$ cat config.mk
export PLATFORM = sky130hd
export DESIGN_NAME = mem_port_arbiter
export DESIGN_NICKNAME = d
export VERILOG_FILES = /design/src/rtl/mem_port_arbiter_pkg.sv /design/src/rtl/mem_port_arbiter_arb_priority_sel.sv /design/src/rtl/mem_port_arbiter.sv
export SDC_FILE = /design/constraint.sdc
export NUM_CORES = 1
export LEC_CHECK = 0
export ABC_AREA = 1
export CORE_ASPECT_RATIO = 0.5
export CORE_MARGIN = 2
export CORE_UTILIZATION = 39
export CTS_CLUSTER_SIZE = 20
export DETAILED_ROUTE_END_ITERATION = 10
export HOLD_SLACK_MARGIN = 0.05
export PLACE_DENSITY = 0.77
export SETUP_SLACK_MARGIN = 0.2
export SLEW_MARGIN = 20
export SYNTH_ARGS = -nofsm -noshare
export SYNTH_HDL_FRONTEND = slang
export SYNTH_HIERARCHICAL = 1
export SYNTH_SLANG_ARGS = --single-unit
$ cat constraint.sdc
create_clock -name clk_i -period 4.7 [get_ports clk_i]
set_input_delay 0.94 -clock clk_i [delete_from_list [all_inputs] [get_ports clk_i]]
set_output_delay 0.94 -clock clk_i [all_outputs]
set_load 0.005 [all_outputs]
$ cat src/rtl/mem_port_arbiter_pkg.sv
// mem_port_arbiter_pkg: shared FSM states, owner encoding and default widths.
package mem_port_arbiter_pkg;

    localparam int DEF_ADDR_W = 32;
    localparam int DEF_DATA_W = 32;

    typedef enum logic [1:0] {IDLE, IF_ACC, MEM_ACC, RESP} state_e;
    typedef enum logic {OWN_IF, OWN_MEM} owner_e;

endpackage

$ cat src/rtl/mem_port_arbiter_arb_priority_sel.sv
// arb_priority_sel: MEM beats IF unless IF has lost MAX_STARVE times in a row.
module arb_priority_sel
    import mem_port_arbiter_pkg::*;
#(
    parameter int STARVE_W   = 3,
    parameter int MAX_STARVE = 4
) (
    input  logic                if_req_i,
    input  logic                mem_req_i,
    input  logic [STARVE_W-1:0] starve_cnt_i,
    output logic                valid_o,
    output owner_e              owner_o
);

    logic starved;

    assign starved = if_req_i && (starve_cnt_i == STARVE_W'(MAX_STARVE));
    assign valid_o = if_req_i | mem_req_i;
    assign owner_o = (mem_req_i && !starved) ? OWN_MEM : OWN_IF;

endmodule

$ cat src/rtl/mem_port_arbiter.sv
// mem_port_arbiter: serialises IF and MEM accesses onto one variable-latency
// memory port with starvation control, an access watchdog and pipeline stall.
module mem_port_arbiter
    import mem_port_arbiter_pkg::*;
#(
    parameter int ADDR_W     = DEF_ADDR_W,
    parameter int DATA_W     = DEF_DATA_W,
    parameter int TIMEOUT    = 64,
    parameter int MAX_STARVE = 4
) (
    input  logic              clk_i,
    input  logic              rst_i,
    input  logic              start_i,
    input  logic              if_req_i,
    input  logic [ADDR_W-1:0] if_addr_i,
    output logic [DATA_W-1:0] if_data_o,
    output logic              if_ready_o,
    input  logic              mem_rd_i,
    input  logic              mem_wr_i,
    input  logic [ADDR_W-1:0] mem_addr_i,
    input  logic [DATA_W-1:0] mem_wdata_i,
    output logic [DATA_W-1:0] mem_rdata_o,
    output logic              mem_ready_o,
    output logic              ext_req_o,
    output logic              ext_wr_o,
    output logic [ADDR_W-1:0] ext_addr_o,
    output logic [DATA_W-1:0] ext_wdata_o,
    input  logic              ext_ack_i,
    input  logic [DATA_W-1:0] ext_rdata_i,
    output logic              stall_o,
    output logic              err_o
);

    localparam int WAIT_W   = $clog2(TIMEOUT + 1);
    localparam int STARVE_W = $clog2(MAX_STARVE + 1);

    state_e              state_q, state_d;
    owner_e              owner_q, owner_d, win_owner;
    logic                win_valid, mem_req, timeout;
    logic                ext_wr_q, ext_wr_d, err_q, err_d;
    logic [ADDR_W-1:0]   ext_addr_q, ext_addr_d;
    logic [DATA_W-1:0]   ext_wdata_q, ext_wdata_d;
    logic [DATA_W-1:0]   if_data_q, if_data_d, mem_rdata_q, mem_rdata_d;
    logic [WAIT_W-1:0]   wait_cnt_q, wait_cnt_d;
    logic [STARVE_W-1:0] starve_cnt_q, starve_cnt_d;

    assign mem_req = mem_rd_i | mem_wr_i;
    assign timeout = wait_cnt_q == WAIT_W'(TIMEOUT - 1);

    arb_priority_sel #(
        .STARVE_W  (STARVE_W),
        .MAX_STARVE(MAX_STARVE)
    ) u_sel (
        .if_req_i    (if_req_i),
        .mem_req_i   (mem_req),
        .starve_cnt_i(starve_cnt_q),
        .valid_o     (win_valid),
        .owner_o     (win_owner)
    );

    always_comb begin
        state_d      = state_q;
        owner_d      = owner_q;
        ext_wr_d     = ext_wr_q;
        ext_addr_d   = ext_addr_q;
        ext_wdata_d  = ext_wdata_q;
        if_data_d    = if_data_q;
        mem_rdata_d  = mem_rdata_q;
        wait_cnt_d   = wait_cnt_q;
        starve_cnt_d = starve_cnt_q;
        err_d        = err_q;
        case (state_q)
            IDLE: if (start_i && win_valid) begin
                state_d      = (win_owner == OWN_MEM) ? MEM_ACC : IF_ACC;
                owner_d      = win_owner;
                ext_wr_d     = (win_owner == OWN_MEM) && mem_wr_i;
                ext_addr_d   = (win_owner == OWN_MEM) ? mem_addr_i : if_addr_i;
                ext_wdata_d  = (win_owner == OWN_MEM) ? mem_wdata_i : '0;
                starve_cnt_d = (win_owner == OWN_IF) ? '0 :
                               if_req_i ? starve_cnt_q + STARVE_W'(1) : starve_cnt_q;
            end
            IF_ACC, MEM_ACC: begin
                wait_cnt_d = wait_cnt_q + WAIT_W'(1);
                if (ext_ack_i || timeout) begin
                    state_d = RESP;
                    err_d   = err_q | ~ext_ack_i;
                    // acked writes keep the old read data; a timeout always returns 0
                    if (!(ext_ack_i && ext_wr_q)) begin
                        if (owner_q == OWN_IF) if_data_d = ext_ack_i ? ext_rdata_i : '0;
                        else mem_rdata_d = ext_ack_i ? ext_rdata_i : '0;
                    end
                end
            end
            RESP: begin
                state_d    = IDLE;
                wait_cnt_d = '0;
            end
            default: state_d = IDLE;
        endcase
    end

    always_ff @(posedge clk_i or posedge rst_i) begin
        if (rst_i) begin
            state_q      <= IDLE;
            owner_q      <= OWN_IF;
            ext_wr_q     <= 1'b0;
            ext_addr_q   <= '0;
            ext_wdata_q  <= '0;
            if_data_q    <= '0;
            mem_rdata_q  <= '0;
            wait_cnt_q   <= '0;
            starve_cnt_q <= '0;
            err_q        <= 1'b0;
        end else begin
            state_q      <= state_d;
            owner_q      <= owner_d;
            ext_wr_q     <= ext_wr_d;
            ext_addr_q   <= ext_addr_d;
            ext_wdata_q  <= ext_wdata_d;
            if_data_q    <= if_data_d;
            mem_rdata_q  <= mem_rdata_d;
            wait_cnt_q   <= wait_cnt_d;
            starve_cnt_q <= starve_cnt_d;
            err_q        <= err_d;
        end
    end

    assign ext_req_o   = (state_q == IF_ACC) || (state_q == MEM_ACC);
    assign ext_wr_o    = ext_wr_q;
    assign ext_addr_o  = ext_addr_q;
    assign ext_wdata_o = ext_wdata_q;
    assign if_data_o   = if_data_q;
    assign mem_rdata_o = mem_rdata_q;
    assign if_ready_o  = (state_q == RESP) && (owner_q == OWN_IF);
    assign mem_ready_o = (state_q == RESP) && (owner_q == OWN_MEM);
    assign err_o       = err_q;
    // reset forces every output low, including this combinational one
    assign stall_o     = ~rst_i & ((if_req_i & ~if_ready_o) | (mem_req & ~mem_ready_o));

endmodule

==> out/metrics.cfg, run 1 <==
[finish]
layout.nets = 1096
fillerInstances = 1320
multi_input_comb_area_um2 = 2350
final_util_pct = 62.4
area_delta_synth_final_pct = 53.7
diodes = 0
regArea_um2 = 3580
drive_above_1_share_pct = 6.30
final_area_um2 = 9800

[flow_run]
maxCapViolations = 0

[critical_path]
crit_path_end_kind = primary output
path_class = in2out
start_kind = primary input
required_ns = 3.76
arrival_ns = 2.33
cp_max_fo = 4

[global_route]
grt_max_degree = 68
grt_first_pass_wirelength_um = 29700
antenna_found_initial = 0
track_usage_pct = 21.8
grt_pass1_vias = 5889
grt_overflow = 0

[timing]
final-max-slew-violation-count = 0
rsz0062_at_grt = false
hold_violations = 0
worst_hold_slack_ns = 0.467
finalSetupViolations = 0
worst_pin_slew_ns = 0.735
max_freq_ghz = 0.306
finClkSkew_ns = 0.0101
worst_slack_ns = 1.43
setup-tns-final_ns = 0
period_needed_ns = 3.27
slew_headroom_pct = 50.9
fin_crit_sh_pct = 69.6

[floorplan]
die_w_um = 185
core_area_um2 = 15700
die_h_um = 94.4
rows = 32
ios = 269
initial_utilization_pct = 40.6
die-area_um2 = 17400

[clock_network]
ctsResizeCount = 0
clock_path_buffers = 2
clockRootBuffer = clkbuf_16
h-tree-depth = 4
cts_buffers = 17
hold_buffers = 0
cts_tree = done
cts_setup_buffers = 0
cts_sinks = 143
clock_latency_ns = 0.41
clkTransAtPathRegs_ns = 0.06

[logic_synthesis]
yosys_warnings = 6
synth.most_common_cell = nand2_1
synth_top_area_share_pct = 56.1
synth_edf_count = 0
synth_cell_types = 29
avgSynthCellArea_um2 = 8.98
synth_ff_type = dfrtp_1
synth_area_leaders = dfrtp_1, nand2_1, nand4_1
synth_nets = 849
async_flop_share_pct = 100
synthCells = 710
yosysTopAreaCell = dfrtp_1
netlist_area_um2 = 6370
synth.ff_latch_count = 143
yosysSeqAreaShare_pct = 56.1
synth_commonest_cells = nand2_1, dfrtp_1, nor2_1

[pwr]
cellPowerDensity_nw_per_um2 = 610
leakage_nw = 4.70
peakVddDrop_mv = 0.350

[drt]
drcViolationCount = 0
drt_iter0_markers = 254
dr_total_vias = 5903
wl_per_cell_um = 16.0
avgViaCountPerCell = 4.96
dr.pass1.iters = 5
wirelength_um = 19100
ant_nets = 0

[placement]
place.gp.congestion = 0.829
port_buffers = 268
pre_cts_ws_ns = 1.08
placed_area_um2 = 9180
dpl.hpwl_um = 13200

[outcome]
status = finished clean

[min_path]
hold_class = reg2reg

[logic make-up (layout without fill, tap and decap cells)]
logic type | after synthesis | after routing | share of synthesized area, %
AND/OR/NAND/NOR | 377 | 377 | 25.6
XOR/XNOR | 2 | 2 | 0.275
buffers and inverters | 101 | 360 | 7.30
AO/OA/AOI/OAI | 83 | 83 | 9.95
flip-flops | 143 | 143 | 56.1
adder cells (fa/ha/maj) | 4 | 4 | 0.785
[stage by stage]
stage,std cells,total power [mW]
2_1_floorplan,710,3.15
3_3_place_gp,1159,4.50
5_1_grt,1190,6.34
6_report,1190,5.97
3_5_place_dp,1159,4.57
4_1_cts,1190,6.02
[flip-flops by register name (all words and copies together) (netlist names)]
name          cells
ext_addr_o       32
ext_wdata_o      32
owner_q           1
if_data_o        32
state_q           2
starve_cnt_q      3
mem_rdata_o      32
ext_wr_o          1
err_o             1
wait_cnt_q        7
[layout by cell type (no fill, tap or decap), types with 4 or more instances in the layout]
master / instances
nand4_1: 65
a21oi_1: 4
dfrtp_1: 143
a22o_1: 34
ha_1: 4
clkinvlp_4: 5
nor2_1: 75
inv_1: 42
bufinv_16: 4
nand2_1: 216
o31ai_1: 32
clkbuf_16: 17
nand3_1: 8
inv_2: 5
buf_4: 11
o21ai_0: 6
clkdlybuf4s50_1: 268
[final timing paths]
path,startpoint,endpoint,slack (ns),cells past startpoint
max,if_req_i,stall_o,1.43,4
min,if_data_o[30],if_data_o[30],0.47,2
max reg2reg,state_q[1],if_data_o[10],2.02,9
min reg2reg,if_data_o[30],if_data_o[30],0.47,2
max in group asynchronous,rst_i,if_data_o[12],2.77,3
min in group asynchronous,rst_i,ext_wdata_o[27],1.01,2
[final cells by class]
cell class | count | share of cell area (%)
clock inverters | 13 | 1.94
repair buffers | 280 | 28.4
flip-flops and latches | 143 | 36.5
multi-input cells | 466 | 24.0
inverters | 49 | 1.93
clock buffers | 18 | 4.38
well taps | 221 | 2.82
[worst max-delay path, cell delays in order]
cell and delay [ns]:
clkdlybuf4s50_1 0.58, o21ai_0 0.12, a21oi_1 0.15, clkdlybuf4s50_1 0.53
[report_power, final]
group          total (mW)  switching, mW  leakage (nW)  internal, mW
combinational        2.47           1.15          2.58          1.32
clock                1.42          0.533         0.289         0.889
sequential           2.08          0.328          1.83          1.75
[routing by layer]
layer	routed length, um	part of all wire, %	GRT usage, %	up-vias
met4	472	2.5	9.85	0
li1	-	-	-	2868
met5	0	0	0	-
met2	9670	51	38.1	190
met1	7970	42	26.5	2809
met3	952	5.0	4.40	36
Power figures use the tool's default switching activity.
==> run 2: changes to the inputs <==
--- a/config.mk
+++ b/config.mk
@@ -8,11 +8,11 @@
 export ABC_AREA = 1
 export CORE_ASPECT_RATIO = 0.5
 export CORE_MARGIN = 2
-export CORE_UTILIZATION = 39
+export CORE_UTILIZATION = 43
 export CTS_CLUSTER_SIZE = 20
 export DETAILED_ROUTE_END_ITERATION = 10
 export HOLD_SLACK_MARGIN = 0.05
-export PLACE_DENSITY = 0.77
+export PLACE_DENSITY = 0.81
 export SETUP_SLACK_MARGIN = 0.2
 export SLEW_MARGIN = 20
 export SYNTH_ARGS = -nofsm -noshare
==> constraint.sdc (replaced) <==
create_clock -name clk_i -period 3.3 [get_ports clk_i]
set_input_delay 0.66 -clock clk_i [delete_from_list [all_inputs] [get_ports clk_i]]
set_output_delay 0.66 -clock clk_i [all_outputs]
set_load 0.005 [all_outputs]
==> run 2 against run 1 <==
Against the previous run:
- combinational power grew 44%
- non-clock buffer count is 2 higher
- critical path depth unchanged
- sequential share of layout area is essentially flat
- setup slack worse by 0.76 ns
- first-iteration DRC count is 46% higher
- clock skew up 0.0025 ns
- clock power rose by 37%
- sequential cell count did not move
- largest power group unchanged
==> out/metrics.cfg, run 2 (synthesis gave the netlist of run 1 again) <==
[outcome]
status = finished clean  ; unchanged

[drt]
wl_per_cell_um = 16.0  ; about the same
drt_iter0_markers = 372  ; was 254
drcViolationCount = 0  ; unchanged
dr_total_vias = 5976  ; was 5903
ant_nets = 0  ; unchanged
wirelength_um = 18800  ; was 19100 um
dr.pass1.iters = 5  ; unchanged
avgViaCountPerCell = 5.11  ; was 4.96

[pwr]
pwr-share-clk_pct = 23.0  ; was 23.8%
switching_power_mw = 2.87  ; was 2.01 mW
intPower_mw = 5.61  ; was 3.96 mW
cellPowerDensity_nw_per_um2 = 866  ; was 610 nW/um2
seqPwrFrac_pct = 34.9  ; was 34.8%
p_sw_share_pct = 33.8  ; was 33.6%
peakVddDrop_mv = 0.501  ; was 0.350 mV
power_frac_comb_pct = 42.0  ; was 41.4%
leakage_nw = 4.72  ; was 4.70 nW
finalPower_mw = 8.48  ; was 5.97 mW

[placement]
place.gp.congestion = 0.823  ; was 0.829
port_buffers = 268  ; unchanged
dpl.hpwl_um = 12900  ; was 13200 um

[timing]
final-max-slew-violation-count = 0  ; unchanged
fin_crit_sh_pct = 79.8
max_freq_ghz = 0.380
slew_headroom_pct = 49.6  ; was 50.9%
finClkSkew_ns = 0.0126  ; was 0.0101 ns
setup-tns-final_ns = 0  ; unchanged
hold_violations = 0  ; unchanged
worst_pin_slew_ns = 0.756  ; was 0.735 ns
finalSetupViolations = 0  ; unchanged
period_needed_ns = 2.63
rsz0062_at_grt = false  ; unchanged

[finish]
drive_above_1_share_pct = 6.58  ; was 6.30%
area_delta_synth_final_pct = 53.5  ; was 53.7%
layout.nets = 1098  ; was 1096
diodes = 0  ; unchanged
final_util_pct = 67.6  ; was 62.4%
fillerInstances = 1157  ; was 1320
layout_common_cells = clkdlybuf4s50_1, nand2_1, dfrtp_1  ; unchanged
final_common_cell = clkdlybuf4s50_1  ; unchanged

[min_path]
holdPathEnd = if_data_o[8]  ; was if_data_o[30]
min_from = if_data_o[8]  ; was if_data_o[30]
hold_class = reg2reg  ; unchanged
min_path_cells = 2  ; unchanged

[clock_network]
clockRootBuffer = clkbuf_16  ; unchanged
hold_buffers = 0  ; unchanged
clock_latency_ns = 0.40  ; was 0.41 ns
ctsResizeCount = 0  ; unchanged
cts_sinks = 143  ; unchanged
cts_setup_buffers = 0  ; unchanged
cts_tree = done  ; unchanged
h-tree-depth = 4  ; unchanged
cts_buffers = 17  ; unchanged
clkTransAtPathRegs_ns = 0.06  ; about the same
clock_path_buffers = 2  ; unchanged

[critical_path]
path_cells = clkdlybuf4s50_1 > o21ai_0 > a21oi_1 > clkdlybuf4s50_1  ; unchanged
arrival_ns = 1.97  ; was 2.33 ns
required_ns = 2.64  ; was 3.76 ns
r2r_cells = 9  ; unchanged
crit_path_end_kind = primary output  ; unchanged
cp_max_fo = 4  ; unchanged
start_kind = primary input  ; unchanged
crit_top_cell = clkdlybuf4s50_1  ; unchanged
path_class = in2out  ; unchanged
slowest_delay_ns = 0.54  ; was 0.58 ns
r2r_end = if_data_o[5]  ; was if_data_o[10]
reg2reg_from = state_q[0]  ; was state_q[1]
r2r_slack_ns = 0.68  ; was 2.02 ns
slowest_stage = clkdlybuf4s50_1  ; unchanged

[global_route]
track_usage_pct = 23.8  ; was 21.8%
grt_pass1_vias = 5996  ; was 5889
grt_max_degree = 144  ; was 68
antenna_found_initial = 0  ; unchanged
grt_first_pass_wirelength_um = 30300  ; was 29700 um
grt_overflow = 0  ; unchanged

[floorplan]
ios = 269  ; unchanged
core_area_um2 = 14500  ; was 15700 um2
die_h_um = 90.1  ; was 94.4 um
initial_utilization_pct = 44.1  ; was 40.6%
die_w_um = 176  ; was 185 um
die-area_um2 = 15900  ; was 17400 um2
rows = 31  ; was 32

[flow_run]
maxCapViolations = 0  ; unchanged

[run 2: per-stage QoR]
stage | instance area, um2 | setup WS (ns) | cells | hold WS [ns]
after floorplan | 6380 | 0.849 | 710 | 0.465
after global placement | 9180 | 0.682 | 1138 | 0.454
after detailed placement | 9180 | 0.617 | 1138 | 0.458
after CTS | 9790 | 0.663 | 1170 | 0.474
after global routing | 9790 | 0.486 | 1170 | 0.486
final | 9790 | 0.668 | 1170 | 0.471
[run 2: worst max path at each step]
stage / cells past startpoint / endpoint / slack [ns] / startpoint
2_1_floorplan: 1 / err_o / 0.85 / rst_i
3_3_place_gp: 4 / stall_o / 0.68 / if_req_i
3_5_place_dp: 6 / if_data_o[11] / 0.62 / ext_ack_i
4_1_cts: 9 / if_data_o[5] / 0.66 / state_q[0]
5_1_grt: 9 / if_data_o[5] / 0.49 / state_q[0]
6_report: 4 / stall_o / 0.67 / if_req_i
[run 2: power by group through the flow]
stage          logic, mW  clock network (mW)  registers [mW]
6_report            3.56                1.95            2.96
5_1_grt             3.87                2.08            3.05
4_1_cts             3.59                1.99            2.96
3_5_place_dp        3.56                   0            2.96
3_3_place_gp        3.47                   0            2.94
2_1_floorplan       1.52                   0            2.97
[run 2: area by class of cell]
| class | count | area [um2] | area share (%) |
|---|---|---|---|
| Multi-Input combinational cell | 466 | 2350 | 24.0 |
| Inverter | 49 | 189 | 1.93 |
| Timing Repair Buffer | 282 | 2810 | 28.7 |
| Tap cell | 198 | 248 | 2.53 |
| Clock buffer | 22 | 484 | 4.95 |
| Clock inverter | 10 | 128 | 1.30 |
| Sequential cell | 143 | 3580 | 36.6 |
[run 2: critical path, delay by kind of cell]
family	cells	cell delay (ns)
AO/OA/AOI/OAI	2	0.26
buffers and inverters	2	1.05
[run 2: per-layer routing]
layer | GRT usage, % | routed length, um
met1 | 29.4 | 7830
met2 | 41.0 | 9280
met3 | 4.99 | 1060
met4 | 9.57 | 578
met5 | 0 | 0
==> run 3: changes to the inputs <==
--- a/config.mk
+++ b/config.mk
@@ -8,11 +8,11 @@
 export ABC_AREA = 1
 export CORE_ASPECT_RATIO = 0.5
 export CORE_MARGIN = 2
-export CORE_UTILIZATION = 43
+export CORE_UTILIZATION = 39
 export CTS_CLUSTER_SIZE = 20
 export DETAILED_ROUTE_END_ITERATION = 10
 export HOLD_SLACK_MARGIN = 0.05
-export PLACE_DENSITY = 0.81
+export PLACE_DENSITY = 0.77
 export SETUP_SLACK_MARGIN = 0.2
 export SLEW_MARGIN = 20
 export SYNTH_ARGS = -nofsm -noshare
==> constraint.sdc (replaced) <==
create_clock -name clk_i -period 2.4 [get_ports clk_i]
set_input_delay 0.48 -clock clk_i [delete_from_list [all_inputs] [get_ports clk_i]]
set_output_delay 0.48 -clock clk_i [all_outputs]
set_load 0.005 [all_outputs]
==> run 3 against run 2 <==
Against the previous run:
- final cell count increased by 2.6%
- power increased by 40%
- sequential power is 38% higher
- die area is 9.9% higher
- combinational power grew 42%
- non-clock buffer count increased by 10
- sequential cell count stayed put
- count of clock-buffer cells in the layout fell by 3
- worst hold slack worse by 0.00066 ns
- largest cell class unchanged
==> out/metrics.cfg, run 3 (synthesis gave the netlist of run 1 again) <==
[floorplan]
die_w_um = 185  ; was 176 um
ios = 269  ; unchanged
die-area_um2 = 17400  ; was 15900 um2
initial_utilization_pct = 40.6  ; was 44.1%
core_area_um2 = 15700  ; was 14500 um2
die_h_um = 94.4  ; was 90.1 um
rows = 32  ; was 31

[timing]
rsz0062_at_grt = true  ; was false
setup-tns-final_ns = 0  ; unchanged
fin_crit_sh_pct = 89.0
final-max-slew-violation-count = 0  ; unchanged
hold_violations = 0  ; unchanged
period_needed_ns = 2.14
worst_pin_slew_ns = 0.583  ; was 0.756 ns
finClkSkew_ns = 0.0112  ; was 0.0126 ns
slew_headroom_pct = 61.1  ; was 49.6%
finalSetupViolations = 0  ; unchanged
max_freq_ghz = 0.468

[placement]
port_buffers = 268  ; unchanged
place.gp.congestion = 0.814  ; was 0.823
dp_cells = 1170  ; was 1138
dpl.hpwl_um = 13500  ; was 12900 um
placed_area_um2 = 9320  ; was 9180 um2

[drt]
drcViolationCount = 0  ; unchanged
avgViaCountPerCell = 4.97  ; was 5.11
drt_iter0_markers = 343  ; was 372
wl_per_cell_um = 15.8  ; was 16.0 um
wirelength_um = 19000  ; was 18800 um
dr_total_vias = 5964  ; was 5976
ant_nets = 0  ; unchanged
dr.pass1.iters = 6  ; was 5

[pwr]
leakage_nw = 4.79  ; was 4.72 nW
p_sw_share_pct = 33.2  ; was 33.8%
pwr-share-clk_pct = 23.2  ; was 23.0%
intPower_mw = 7.95  ; was 5.61 mW
power_frac_comb_pct = 42.6  ; was 42.0%
cellPowerDensity_nw_per_um2 = 1190  ; was 866 nW/um2
switching_power_mw = 3.96  ; was 2.87 mW
seqPwrFrac_pct = 34.3  ; was 34.9%
peakVddDrop_mv = 0.640  ; was 0.501 mV
finalPower_mw = 11.9  ; was 8.48 mW

[critical_path]
path_cells = ha_4 > inv_2 > nor2_1 > clkdlybuf4s50_1  ; was clkdlybuf4s50_1 > o21ai_0 > a21oi_1 > clkdlybuf4s50_1
slowest_delay_ns = 0.51  ; was 0.54 ns
required_ns = 1.92  ; was 2.64 ns
start_kind = flop  ; was primary input
reg2reg_from = state_q[1]  ; was state_q[0]
crit_path_start = state_q[0]  ; was if_req_i
path_class = reg2out  ; was in2out
arrival_ns = 1.66  ; was 1.97 ns
crit_path_end_kind = primary output  ; unchanged
cp_max_fo = 4  ; unchanged
slowest_stage = clkdlybuf4s50_1  ; unchanged
r2r_slack_ns = 0.61  ; was 0.68 ns

[clock_network]
hold_buffers = 0  ; unchanged
cts_tree = done  ; unchanged
clkTransAtPathRegs_ns = 0.06  ; about the same
cts_sinks = 143  ; unchanged
clock_path_buffers = 2  ; unchanged
cts_buffers = 17  ; unchanged
clock_latency_ns = 0.41  ; was 0.40 ns
clockRootBuffer = clkbuf_16  ; unchanged
h-tree-depth = 4  ; unchanged

[finish]
area_delta_synth_final_pct = 56.3  ; was 53.5%
diodes = 0  ; unchanged
layout_common_cells = clkdlybuf4s50_1, nand2_1, dfrtp_1  ; unchanged
layout.nets = 1108  ; was 1098
final_area_um2 = 9960  ; was 9790 um2
fin_cells = 1201  ; was 1170
final_common_cell = clkdlybuf4s50_1  ; unchanged
drive_above_1_share_pct = 7.76  ; was 6.58%
fillerInstances = 1264  ; was 1157

[global_route]
grt_first_pass_wirelength_um = 30000  ; was 30300 um
grt_overflow = 0  ; unchanged
grt_pass1_vias = 5971  ; was 5996
track_usage_pct = 21.9  ; was 23.8%
antenna_found_initial = 0  ; unchanged
grt_max_degree = 97  ; was 144

[outcome]
status = finished clean  ; unchanged

[min_path]
min_from = if_data_o[12]  ; was if_data_o[8]
hold_class = reg2reg  ; unchanged

[flow_run]
maxCapViolations = 0  ; unchanged

[run 3: cell types whose count changed in the layout (fill, tap and decap cells not counted), moves of 2 or more]
cell,delta
buf_4,+6
buf_12,+4
clkinv_4,-4
clkbuf_8,-3
clkinv_2,+3
bufinv_16,+2
clkdlybuf4s50_1,-2
ha_1,-2
ha_4,+2
inv_1,-2
inv_2,+2
[run 3: worst max-delay path, delay by kind of cell, from the launching register on]
kind,cells,cell delay (ns)
adder cells (fa/ha/maj),1,0.19
buffers and inverters,2,0.57
flip-flops,1,0.43
AND/OR/NAND/NOR,1,0.08
[run 3: area by class of cell]
type / count / area (um2) / share of cell area, %
Clock inverter: 11 / 166 / 1.67
Tap cell: 221 / 277 / 2.77
Clock buffer: 19 / 443 / 4.45
Sequential cell: 143 / 3580 / 35.9
Timing Repair Buffer: 292 / 2940 / 29.5
Multi-Input combinational cell: 466 / 2370 / 23.8
Inverter: 49 / 189 / 1.90
[run 3: power by group through the flow]
stage / Sequential (mW) / Clock (mW) / Combinational, mW
detailed placement: 4.08 / 0 / 5.01
floorplan: 4.08 / 0 / 2.10
global route: 4.19 / 2.93 / 5.53
CTS: 4.07 / 2.82 / 5.10
global placement: 4.07 / 0 / 4.91
finish: 4.08 / 2.76 / 5.07
[run 3: what timing repair did]
action                                  4_1_cts  5_1_grt
buffers inserted                              1        0
endpoints found under the setup margin        3        2
resized for setup                             4        3
gates cloned                                  0        0
pin swaps                                     0        0
[run 3: metrics by stage]
step                utilization [%]  hold WS (ns)  setup slack (ns)
CTS                            63.4         0.476             0.221
floorplan                         -         0.465             0.129
global placement               59.4         0.454             0.124
finish                         63.5         0.470             0.264
detailed placement             59.4         0.460             0.115
global route                   63.5         0.494             0.168
[run 3: worst paths after layout]
check / to / cells past startpoint
setup / recovery: if_ready_o / 4
hold / removal: if_data_o[12] / 2
setup reg to reg: mem_rdata_o[10] / 7
hold reg to reg: if_data_o[12] / 2
max in group asynchronous: ext_wdata_o[7] / 3
min in group asynchronous: ext_wdata_o[26] / 3
[run 3: per-layer routing]
metal | GRT usage (%) | up-vias | share of wire (%)
li1 | - | 2885 | -
met1 | 27.2 | 2845 | 41
met2 | 37.3 | 194 | 50
met3 | 5.55 | 40 | 6.0
met4 | 8.53 | 0 | 2.8
met5 | 0 | - | 0
